$ cat src/rtl/switch_traffic_stats.sv
// Per-port drop/accept/delivery counters and in-flight tracking for the N-port switch,
// with a snapshot bank and registered read port. Define STATS_WATERMARK_EN for the in-flight high-water mark.
module switch_traffic_stats #(
  parameter int N_PORTS   = 4,
  parameter int CNT_WIDTH = 16,
  parameter int PORT_AW   = (N_PORTS > 1) ? $clog2(N_PORTS) : 1
) (
  input  logic                         clk,
  input  logic                         rst,
  input  logic [N_PORTS-1:0]           valid_in,
  input  logic [N_PORTS*N_PORTS-1:0]   target_in,
  input  logic [N_PORTS-1:0]           fifo_full,
  input  logic [N_PORTS-1:0]           valid_out,
  input  logic                         clr,
  input  logic                         snap,
  input  logic                         rd_en,
  input  logic [PORT_AW+1:0]           rd_addr,
  output logic [CNT_WIDTH-1:0]         rd_data,
  output logic                         rd_valid,
  output logic                         err
);

  localparam int IW      = CNT_WIDTH + PORT_AW + 2;
  localparam int WW      = PORT_AW + 1;
  localparam int N_SLOTS = 1 << PORT_AW;
  localparam logic [CNT_WIDTH-1:0] CNT_MAX = '1;

  function automatic logic [WW-1:0] popcnt(input logic [N_PORTS-1:0] v);
    logic [WW-1:0] c;
    c = '0;
    for (int b = 0; b < N_PORTS; b++) c = c + WW'(v[b]);
    return c;
  endfunction

  function automatic logic [CNT_WIDTH-1:0] sat_add(input logic [CNT_WIDTH-1:0] a,
                                                   input logic [WW-1:0]        inc);
    logic [CNT_WIDTH:0] s;
    s = {1'b0, a} + (CNT_WIDTH+1)'(inc);
    return s[CNT_WIDTH] ? CNT_MAX : s[CNT_WIDTH-1:0];
  endfunction

  logic [N_PORTS-1:0][WW-1:0]        w;
  logic [N_PORTS-1:0][CNT_WIDTH-1:0] drop_reg, acc_reg, dlv_reg;
  logic [N_PORTS-1:0][CNT_WIDTH-1:0] drop_next, acc_next, dlv_next;
  logic [N_PORTS-1:0][CNT_WIDTH-1:0] drop_shd_reg, acc_shd_reg, dlv_shd_reg;
  logic [CNT_WIDTH-1:0]              infl_reg, infl_next, infl_shd_reg;
  logic                              err_reg, err_next, err_shd_reg;
  logic [CNT_WIDTH-1:0]              wm_shd_val;
  logic [IW-1:0]                     acc_sum, dlv_sum, infl_wide;
  logic                              infl_under, infl_over;
  logic [CNT_WIDTH-1:0]              rd_data_reg, rd_mux;
  logic                              rd_valid_reg;

  genvar gi;
  generate
    for (gi = 0; gi < N_PORTS; gi++) begin : g_weight
      assign w[gi] = popcnt(target_in[gi*N_PORTS +: N_PORTS]);
    end
  endgenerate

  always_comb begin
    drop_next = drop_reg;
    acc_next  = acc_reg;
    dlv_next  = dlv_reg;
    acc_sum   = '0;
    dlv_sum   = '0;
    for (int p = 0; p < N_PORTS; p++) begin
      if (valid_in[p]) begin
        if (fifo_full[p]) begin
          drop_next[p] = sat_add(drop_reg[p], w[p]);
        end else begin
          acc_next[p] = sat_add(acc_reg[p], w[p]);
          acc_sum     = acc_sum + IW'(w[p]);
        end
      end
      if (valid_out[p]) begin
        dlv_next[p] = sat_add(dlv_reg[p], WW'(1));
        dlv_sum     = dlv_sum + IW'(1);
      end
    end
    // Wide enough that the sign bit cleanly flags underflow.
    infl_wide  = IW'(infl_reg) + acc_sum - dlv_sum;
    infl_under = infl_wide[IW-1];
    infl_over  = !infl_wide[IW-1] && (infl_wide[IW-2:0] > (IW-1)'(CNT_MAX));
    if (infl_under)     infl_next = '0;
    else if (infl_over) infl_next = CNT_MAX;
    else                infl_next = infl_wide[CNT_WIDTH-1:0];
    err_next = err_reg | infl_under | infl_over;
  end

  always_ff @(posedge clk) begin
    if (rst) begin
      drop_reg     <= '0;
      acc_reg      <= '0;
      dlv_reg      <= '0;
      infl_reg     <= '0;
      err_reg      <= 1'b0;
      drop_shd_reg <= '0;
      acc_shd_reg  <= '0;
      dlv_shd_reg  <= '0;
      infl_shd_reg <= '0;
      err_shd_reg  <= 1'b0;
      rd_data_reg  <= '0;
      rd_valid_reg <= 1'b0;
    end else begin
      if (clr) begin
        drop_reg <= '0;
        acc_reg  <= '0;
        dlv_reg  <= '0;
        infl_reg <= '0;
        err_reg  <= 1'b0;
      end else begin
        drop_reg <= drop_next;
        acc_reg  <= acc_next;
        dlv_reg  <= dlv_next;
        infl_reg <= infl_next;
        err_reg  <= err_next;
      end
      // Snapshot sees this cycle's updates even when clr also fires.
      if (snap) begin
        drop_shd_reg <= drop_next;
        acc_shd_reg  <= acc_next;
        dlv_shd_reg  <= dlv_next;
        infl_shd_reg <= infl_next;
        err_shd_reg  <= err_next;
      end
      rd_valid_reg <= rd_en;
      if (rd_en) rd_data_reg <= rd_mux;
    end
  end

`ifdef STATS_WATERMARK_EN
  logic [CNT_WIDTH-1:0] wm_reg, wm_next, wm_shd_reg;

  assign wm_next = (infl_next > wm_reg) ? infl_next : wm_reg;

  always_ff @(posedge clk) begin
    if (rst) begin
      wm_reg     <= '0;
      wm_shd_reg <= '0;
    end else begin
      wm_reg <= clr ? '0 : wm_next;
      if (snap) wm_shd_reg <= wm_next;
    end
  end

  assign wm_shd_val = wm_shd_reg;
`else
  assign wm_shd_val = '0;
`endif

  // Pad the shadow bank out to the full address space so unused port slots read zero.
  logic [N_SLOTS-1:0][CNT_WIDTH-1:0] drop_rd, acc_rd, dlv_rd;
  generate
    for (gi = 0; gi < N_SLOTS; gi++) begin : g_rd_slot
      if (gi < N_PORTS) begin : g_live
        assign drop_rd[gi] = drop_shd_reg[gi];
        assign acc_rd[gi]  = acc_shd_reg[gi];
        assign dlv_rd[gi]  = dlv_shd_reg[gi];
      end else begin : g_pad
        assign drop_rd[gi] = '0;
        assign acc_rd[gi]  = '0;
        assign dlv_rd[gi]  = '0;
      end
    end
  endgenerate

  logic [PORT_AW-1:0] rd_port;
  logic [1:0]         rd_type;
  logic [PORT_AW+1:0] rd_port_x;

  assign rd_port   = rd_addr[PORT_AW+1:2];
  assign rd_type   = rd_addr[1:0];
  assign rd_port_x = {2'b00, rd_port};

  always_comb begin
    rd_mux = '0;
    case (rd_type)
      2'd0: rd_mux = drop_rd[rd_port];
      2'd1: rd_mux = acc_rd[rd_port];
      2'd2: rd_mux = dlv_rd[rd_port];
      default: begin
        if (rd_port_x == (PORT_AW+2)'(0))      rd_mux = infl_shd_reg;
        else if (rd_port_x == (PORT_AW+2)'(1)) rd_mux = CNT_WIDTH'({err_shd_reg, fifo_full});
        else if (rd_port_x == (PORT_AW+2)'(2)) rd_mux = wm_shd_val;
        else                                   rd_mux = '0;
      end
    endcase
  end

  assign rd_data  = rd_data_reg;
  assign rd_valid = rd_valid_reg;
  assign err      = err_reg;

endmodule

$ cat config.mk
export PLATFORM = sky130hd
export DESIGN_NAME = switch_traffic_stats
export DESIGN_NICKNAME = d
export VERILOG_FILES = /design/src/rtl/switch_traffic_stats.sv
export SDC_FILE = /design/constraint.sdc
export NUM_CORES = 1
export LEC_CHECK = 0
export ABC_CLOCK_PERIOD_IN_PS = 7750
export BUFFER_PORTS_ARGS = -buffer_cell sky130_fd_sc_hd__buf_2
export CORE_ASPECT_RATIO = 1.5
export CORE_MARGIN = 2
export CORE_UTILIZATION = 63
export DETAILED_ROUTE_END_ITERATION = 10
export HOLD_SLACK_MARGIN = 0.1
export PLACE_DENSITY = 0.8
export SKIP_CTS_REPAIR_TIMING = 1
export SKIP_LAST_GASP = 1
export SYNTH_ARGS = -nofsm -noshare
export SYNTH_HDL_FRONTEND = slang
export SYNTH_SLANG_ARGS = --single-unit
$ cat constraint.sdc
create_clock -name clk -period 7.75 [get_ports clk]
set_input_delay 1.1625 -clock clk [delete_from_list [all_inputs] [get_ports clk]]
set_output_delay 1.1625 -clock clk [all_outputs]
set_load 0.02 [all_outputs]
# Yosys cells after proc, flatten, opt, wreduce, memory -nomap -nowiden

Cells that the tools add are included.

Add/sub/neg operators: 32
Order comparisons: 2
Equality and inequality tests: 3
Muxes and demuxes: 55
Bitwise gates (word level): 2
Reduce and logical (&&, ||, !) cells: 5

Operator list:

| operator                                                                          | count |
|---|---|
| 16-bit 2-to-1 mux                                                                 | 38 |
| 20-bit 2-to-1 mux                                                                 | 9 |
| 16-bit by 3-bit adder with 17-bit output                                          | 8 |
| 16-bit binary-select mux with 2-bit select                                        | 3 |
| 16-bit by 1-bit adder with 17-bit output, second input constant                   | 4 |
| 20-bit by 1-bit adder with 20-bit output, second input constant                   | 3 |
| 20-bit by 3-bit adder with 20-bit output                                          | 3 |
| 16-bit case mux with 3 select lines                                               | 1 |
| 16-bit by 20-bit adder with 20-bit output                                         | 1 |
| 20-bit subtractor                                                                 | 1 |
| 19-bit by 16-bit greater-than comparator with 1-bit output, second input constant | 1 |
| 2-bit by 1-bit adder with 3-bit output                                            | 4 |
| 3-bit by 1-bit adder with 3-bit output                                            | 4 |
| 1-bit by 1-bit adder with 2-bit output                                            | 4 |
| 3-bit 2-to-1 mux                                                                  | 2 |
| 5-bit 2-to-1 mux                                                                  | 1 |
| 2-bit by 1-bit equality test with 1-bit output, second input constant             | 2 |
| 4-bit zero test                                                                   | 1 |
| 2-bit by 3-bit less-than comparator with 1-bit output, second input constant      | 1 |
| 2-bit equality test, second input constant                                        | 1 |
| 2-bit zero test                                                                   | 1 |
| 1-bit bitwise OR                                                                  | 2 |
| 2-bit OR reduction                                                                | 1 |
| 1-bit logical AND                                                                 | 1 |
| 2 further kinds                                                                   | 2 |

Register bits after elaboration: 435
Bits of input ports: 37
Output and inout port bits: 18
Logic and storage cells: 129

# Logic depth before layout (Yosys ltp)

Depth after elaboration: 20
Mapped depth: 29
Depth with buffers taken out: 27

# Worst setup path after synthesis

Ideal clock, no wire load.

Path type: input to register
From: in target_in[0]
To: reg infl_shd_reg[10]
Setup time: 88 ps
Arrival: 6670 ps
Required time: 7662 ps
Setup slack: 992 ps
Cell stages on the path: 24
Buffers on the path: 2
Cells stage by stage: fa_1 -> ha_1 -> ha_1 -> nand2_1 -> inv_1 -> fa_1 -> a21oi_1 -> fa_1 -> mux2i_1 -> ha_1 -> a21o_1 -> a21oi_1 -> nor2_1 -> xnor2_1 -> fa_1 -> ha_1 -> o211ai_1 -> o21ai_2 -> o2111ai_2 -> a211o_1 -> o211a_1 -> buf_2 -> buf_6 -> a311oi_2

Cells in the longest elaborated chain, start to end: 20
Elaborated cells between the ends (all ways): 21
Those cells by class: add/sub (8); order compare (1); mux (10); reduce/logical (2)

RTL lines:

| item                                                                                          | RTL line | text |
|---|---|---|
| start, declared                                                                               | 11       | `input logic [N_PORTS*N_PORTS-1:0] target_in,` |
| 1-bit by 1-bit adder with 2-bit output (*)                                                    | 31       | `for (int b = 0; b < N_PORTS; b++) c = c + WW'(v[b]);` |
| 2-bit by 1-bit adder with 3-bit output (*)                                                    | 31       |  |
| 3-bit by 1-bit adder with 3-bit output (*)                                                    | 31       |  |
| 3-bit 2-to-1 mux (*)                                                                          | 69       | `if (fifo_full[p]) begin` |
| 3-bit 2-to-1 mux (*)                                                                          | 68       | `if (valid_in[p]) begin` |
| 20-bit by 3-bit adder with 20-bit output                                                      | 73       | `acc_sum = acc_sum + IW'(w[p]);` |
| 20-bit 2-to-1 mux                                                                             | 69       |  |
| 20-bit 2-to-1 mux (*)                                                                         | 68       |  |
| [4 not listed]                                                                                | -        |  |
| 20-bit 2-to-1 mux                                                                             | 69       |  |
| 20-bit 2-to-1 mux (*)                                                                         | 68       |  |
| 16-bit by 20-bit adder with 20-bit output (*)                                                 | 82       | `infl_wide = IW'(infl_reg) + acc_sum - dlv_sum;` |
| 20-bit subtractor (*)                                                                         | 82       |  |
| 19-bit by 16-bit greater-than comparator with 1-bit output or 1-bit zero test (tied branches) | 84       | `infl_over = !infl_wide[IW-1] && (infl_wide[IW-2:0] > (IW-1)'(CNT_MAX));` |
| 1-bit logical AND                                                                             | 84       |  |
| 16-bit 2-to-1 mux                                                                             | 86       | `else if (infl_over) infl_next = CNT_MAX;` |
| 16-bit 2-to-1 mux (*)                                                                         | 85       | `if (infl_under) infl_next = '0;` |
| end signal, assigned                                                                          | 124      | `infl_shd_reg <= infl_next;` |
| end, declared                                                                                 | 46       | `logic [CNT_WIDTH-1:0] infl_reg, infl_next, infl_shd_reg;` |

Mark *: on every way between the ends. The rest lies on a longest branch, timed or not.
A chain may end at the register's enable or synchronous reset.

# Worst setup path after layout

From: in target_in[0]
To: reg infl_reg[8]

Cells in the longest elaborated chain, start to end: 20
Elaborated cells between the ends (all ways): 21
Those cells by class: add/sub (8); order compare (1); mux (10); reduce/logical (2)

RTL lines:

| item                                                                                          | RTL line | text |
|---|---|---|
| 1-bit by 1-bit adder with 2-bit output (*)                                                    | 31       |  |
| 2-bit by 1-bit adder with 3-bit output (*)                                                    | 31       |  |
| 3-bit by 1-bit adder with 3-bit output (*)                                                    | 31       |  |
| 3-bit 2-to-1 mux (*)                                                                          | 69       |  |
| 3-bit 2-to-1 mux (*)                                                                          | 68       |  |
| 20-bit by 3-bit adder with 20-bit output                                                      | 73       |  |
| 20-bit 2-to-1 mux                                                                             | 69       |  |
| 20-bit 2-to-1 mux (*)                                                                         | 68       |  |
| [4 not listed]                                                                                | -        |  |
| 20-bit 2-to-1 mux                                                                             | 69       |  |
| 20-bit 2-to-1 mux (*)                                                                         | 68       |  |
| 16-bit by 20-bit adder with 20-bit output (*)                                                 | 82       |  |
| 20-bit subtractor (*)                                                                         | 82       |  |
| 19-bit by 16-bit greater-than comparator with 1-bit output or 1-bit zero test (tied branches) | 84       |  |
| 1-bit logical AND                                                                             | 84       |  |
| 16-bit 2-to-1 mux                                                                             | 86       |  |
| 16-bit 2-to-1 mux (*)                                                                         | 85       |  |
| end signal, assigned                                                                          | 116      | `infl_reg <= infl_next;` |
| end, declared                                                                                 | 46       |  |

Marks and branches as above.

==> impl_metrics.csv <==
group,metric,value,unit
yosys,ys_ff_latch,435,
floorplan,fp.coreArea,33300,um^2
timing,tns,0,ns
global_route,gr-total-overflow,0,
placed_design,io_buffers,54,
layout,layout_commonest_cell,"nor2_1",
timing,slew_headroom,0.191,
yosys,synth_ff_type,"dfxtp_1",
floorplan,pin_count,55,
timing,post-route-period-util,0.913,
timing,setup_viol,0,
critical_path,endpoint_kind,"register",
timing,hold_viol_final,0,
placed_design,dpl_worst_slack,0.138,ns
critical_path,critical_path_class,"in2reg",
global_route,met1_usage,0.363,
clock_tree,cts_sinks,435,
worst_hold_path,hp-class,"reg2reg",
power_and_ir_drop,power-per-cell-area,278,nW/um^2
clock_tree,path_clk_slew,0.07,ns
clock_tree,htreeDepth,2,
floorplan,dieArea,35200,um^2
power_and_ir_drop,vdd_ir_drop_max,0.771,mV
clock_tree,cts_tree,"built",
drt,routed_wl,57200,um
layout,nFillCells,2519,
global_route,grt_pass1_wl,90200,um
floorplan,initial_core_util,0.637,
timing,finClkSkew,0.0299,ns
power_and_ir_drop,leakagePower,8.92,nW
yosys,syn_area_per_cell,9.04,um^2
yosys,ys_seq_area_frac,0.410,
global_route,use_met2,0.563,
clock_tree,cts_made_buffers,41,
floorplan,std_cell_rows,82,
placed_design,gp_congestion,0.929,
global_route,grt_pass1_vias,17000,
yosys,syn_nets,2473,
layout,syn2layout_area_growth,9.13,%
timing,rsz0062_at_grt,"false",
layout,final_cell_mix,"525 x nor2_1, 435 x dfxtp_1, 158 x a211oi_1, 120 x nand2_1, 83 x a21oi_1",
drt,wire_per_inst,20.6,um
drt,drc,0,
critical_path,cp_data_arrival_time,7.54,ns
timing,final_max_slew_viol_count,0,
critical_path,startpoint_type,"input pin",
timing,min_period,7.07,ns
yosys,yosysWarnings,0,
clock_tree,cts_max_path_buffers,3,
critical_path,cp.required,8.22,ns
drt,routed-via-count,17400,
outcome,status,"complete, no violations",
drt,ant_nets,0,
placed_design,hpwl,40600,um
global_route,top_usage_layer,"met2",
drt,first_pass_iters,5,
layout,stdcell_area,23200,um^2
global_route,globalRouteMet3Util,0.0472,
yosys,synth_edf_count,0,
timing,whs,0.468,ns
yosys,synth.distinct_cells,70,
yosys,synth_area,21200,um^2
floorplan,die_x,154,um
timing,fmax,141,MHz
floorplan,die_y,229,um
global_route,antenna_found_initial,1,
layout,nets,2444,
global_route,track_usage,0.323,
yosys,netlist_instances,2349,
yosys,synth-async-reset-ratio,0,
critical_path,critPathMaxFanout,16,
layout,layout-drive-gt1-share,0.106,
timing,fin_ws,0.678,ns
placed_design,postPlaceCellArea,21600,um^2
clock_tree,clkLatencyLatePin,0.58,ns
global_route,grt_start_max_net_pins,184,
clock_tree,clk_root_buffer_cell,"clkbuf_16",
timing,tightest_slew,1.20,ns
run,max_cap_violations,0,
drt,vias_per_cell,6.27,
drt,first_iter_violations,1213,
power_and_ir_drop,p_total,6.45,mW
## Yosys cell counts, drive strengths merged (10+ instances only)
library cell | n | share of area
o21ai | 28 | 0.0070
clkbuf | 105 | 0.019
buf | 38 | 0.0099
nand2 | 121 | 0.022
a21oi | 84 | 0.020
xor2 | 57 | 0.024
a21o | 15 | 0.0053
fa | 19 | 0.018
a31oi | 11 | 0.0032
mux2 | 18 | 0.0095
mux2i | 59 | 0.028
nor4 | 13 | 0.0048
and3 | 44 | 0.013
dfxtp | 435 | 0.41
nand3 | 52 | 0.012
xnor2 | 82 | 0.034
ha | 68 | 0.040
nand4 | 46 | 0.014
nor3 | 36 | 0.0095
o22ai | 17 | 0.0050
nand2b | 23 | 0.0068
nor2b | 23 | 0.0068
a211oi | 158 | 0.056
a311oi | 31 | 0.017
and4 | 16 | 0.0066
o21a | 10 | 0.0035
inv | 46 | 0.0081
a221oi | 11 | 0.0045
nor2 | 526 | 0.093
and2 | 37 | 0.011
mux4 | 48 | 0.051
## layout make-up
cell class | instances | area, um^2 | area share
inverter | 47 | 176 | 0.00761
sequential | 435 | 8710 | 0.376
tap | 420 | 526 | 0.0227
clock inverter | 20 | 387 | 0.0167
multi-input combinational | 1724 | 11800 | 0.508
clock buffer | 54 | 1160 | 0.0503
antenna | 4 | 10.0 | 0.000432
timing repair buffer | 71 | 442 | 0.0191
## critical path, cell delays in order
cell       delay, ns
buf_2           0.11
fa_1            0.47
ha_1            0.20
ha_1            0.38
nand2_1         0.11
inv_1           0.14
fa_1            0.43
a21oi_1         0.36
fa_1            0.49
mux2i_1         0.31
ha_1            0.30
a21o_1          0.15
a21oi_1         0.14
nor2_1          0.08
xnor2_1         0.26
fa_1            0.46
ha_1            0.36
o211ai_1        0.13
o21ai_2         0.26
o2111ai_2       0.24
o2111ai_4       0.33
nand2_1         0.39
a21oi_1         0.28
## final timing paths
path | slack, ns | start | to | depth (start not counted)
hold / removal | 0.47 | dlv_rd[33]$_SDFFE_PP0P_ | dlv_rd[33]$_SDFFE_PP0P_ | 2
setup reg to reg | 4.55 | infl_reg[1]$_SDFF_PP0_ | infl_shd_reg[14]$_SDFFE_PP0P_ | 11
hold reg to reg | 0.47 | dlv_rd[33]$_SDFFE_PP0P_ | dlv_rd[33]$_SDFFE_PP0P_ | 2
setup / recovery | 0.68 | target_in[0] | infl_reg[8]$_SDFF_PP0_ | 23
## metal layers
layer,wire [um],share of wire,up-vias
li1,-,-,8261
met1,21000,0.37,8342
met2,28400,0.50,597
met3,3270,0.057,189
met4,4540,0.079,0
met5,0,0,-
## stage by stage
stage / instances / util
floorplan: 2349 / -
global placement: 2697 / 0.648
detailed placement: 2697 / 0.648
CTS: 2771 / 0.695
global route: 2771 / 0.695
finish: 2775 / 0.695
## cell families after synthesis
kind of cell,Yosys count,synth area share
compound gates,400,0.137
mux,125,0.0883
fa+ha+maj,87,0.0580
other cells,1,0.000177
flops,435,0.410
simple gates,972,0.213
xor+xnor,139,0.0573
buf+inv,190,0.0368
## where the power goes
group / internal (mW) / switching (mW)
Combinational: 0.629 / 1.04
Sequential: 2.36 / 0.106
Clock: 1.40 / 0.904
(Power assumes the default switching activity.)
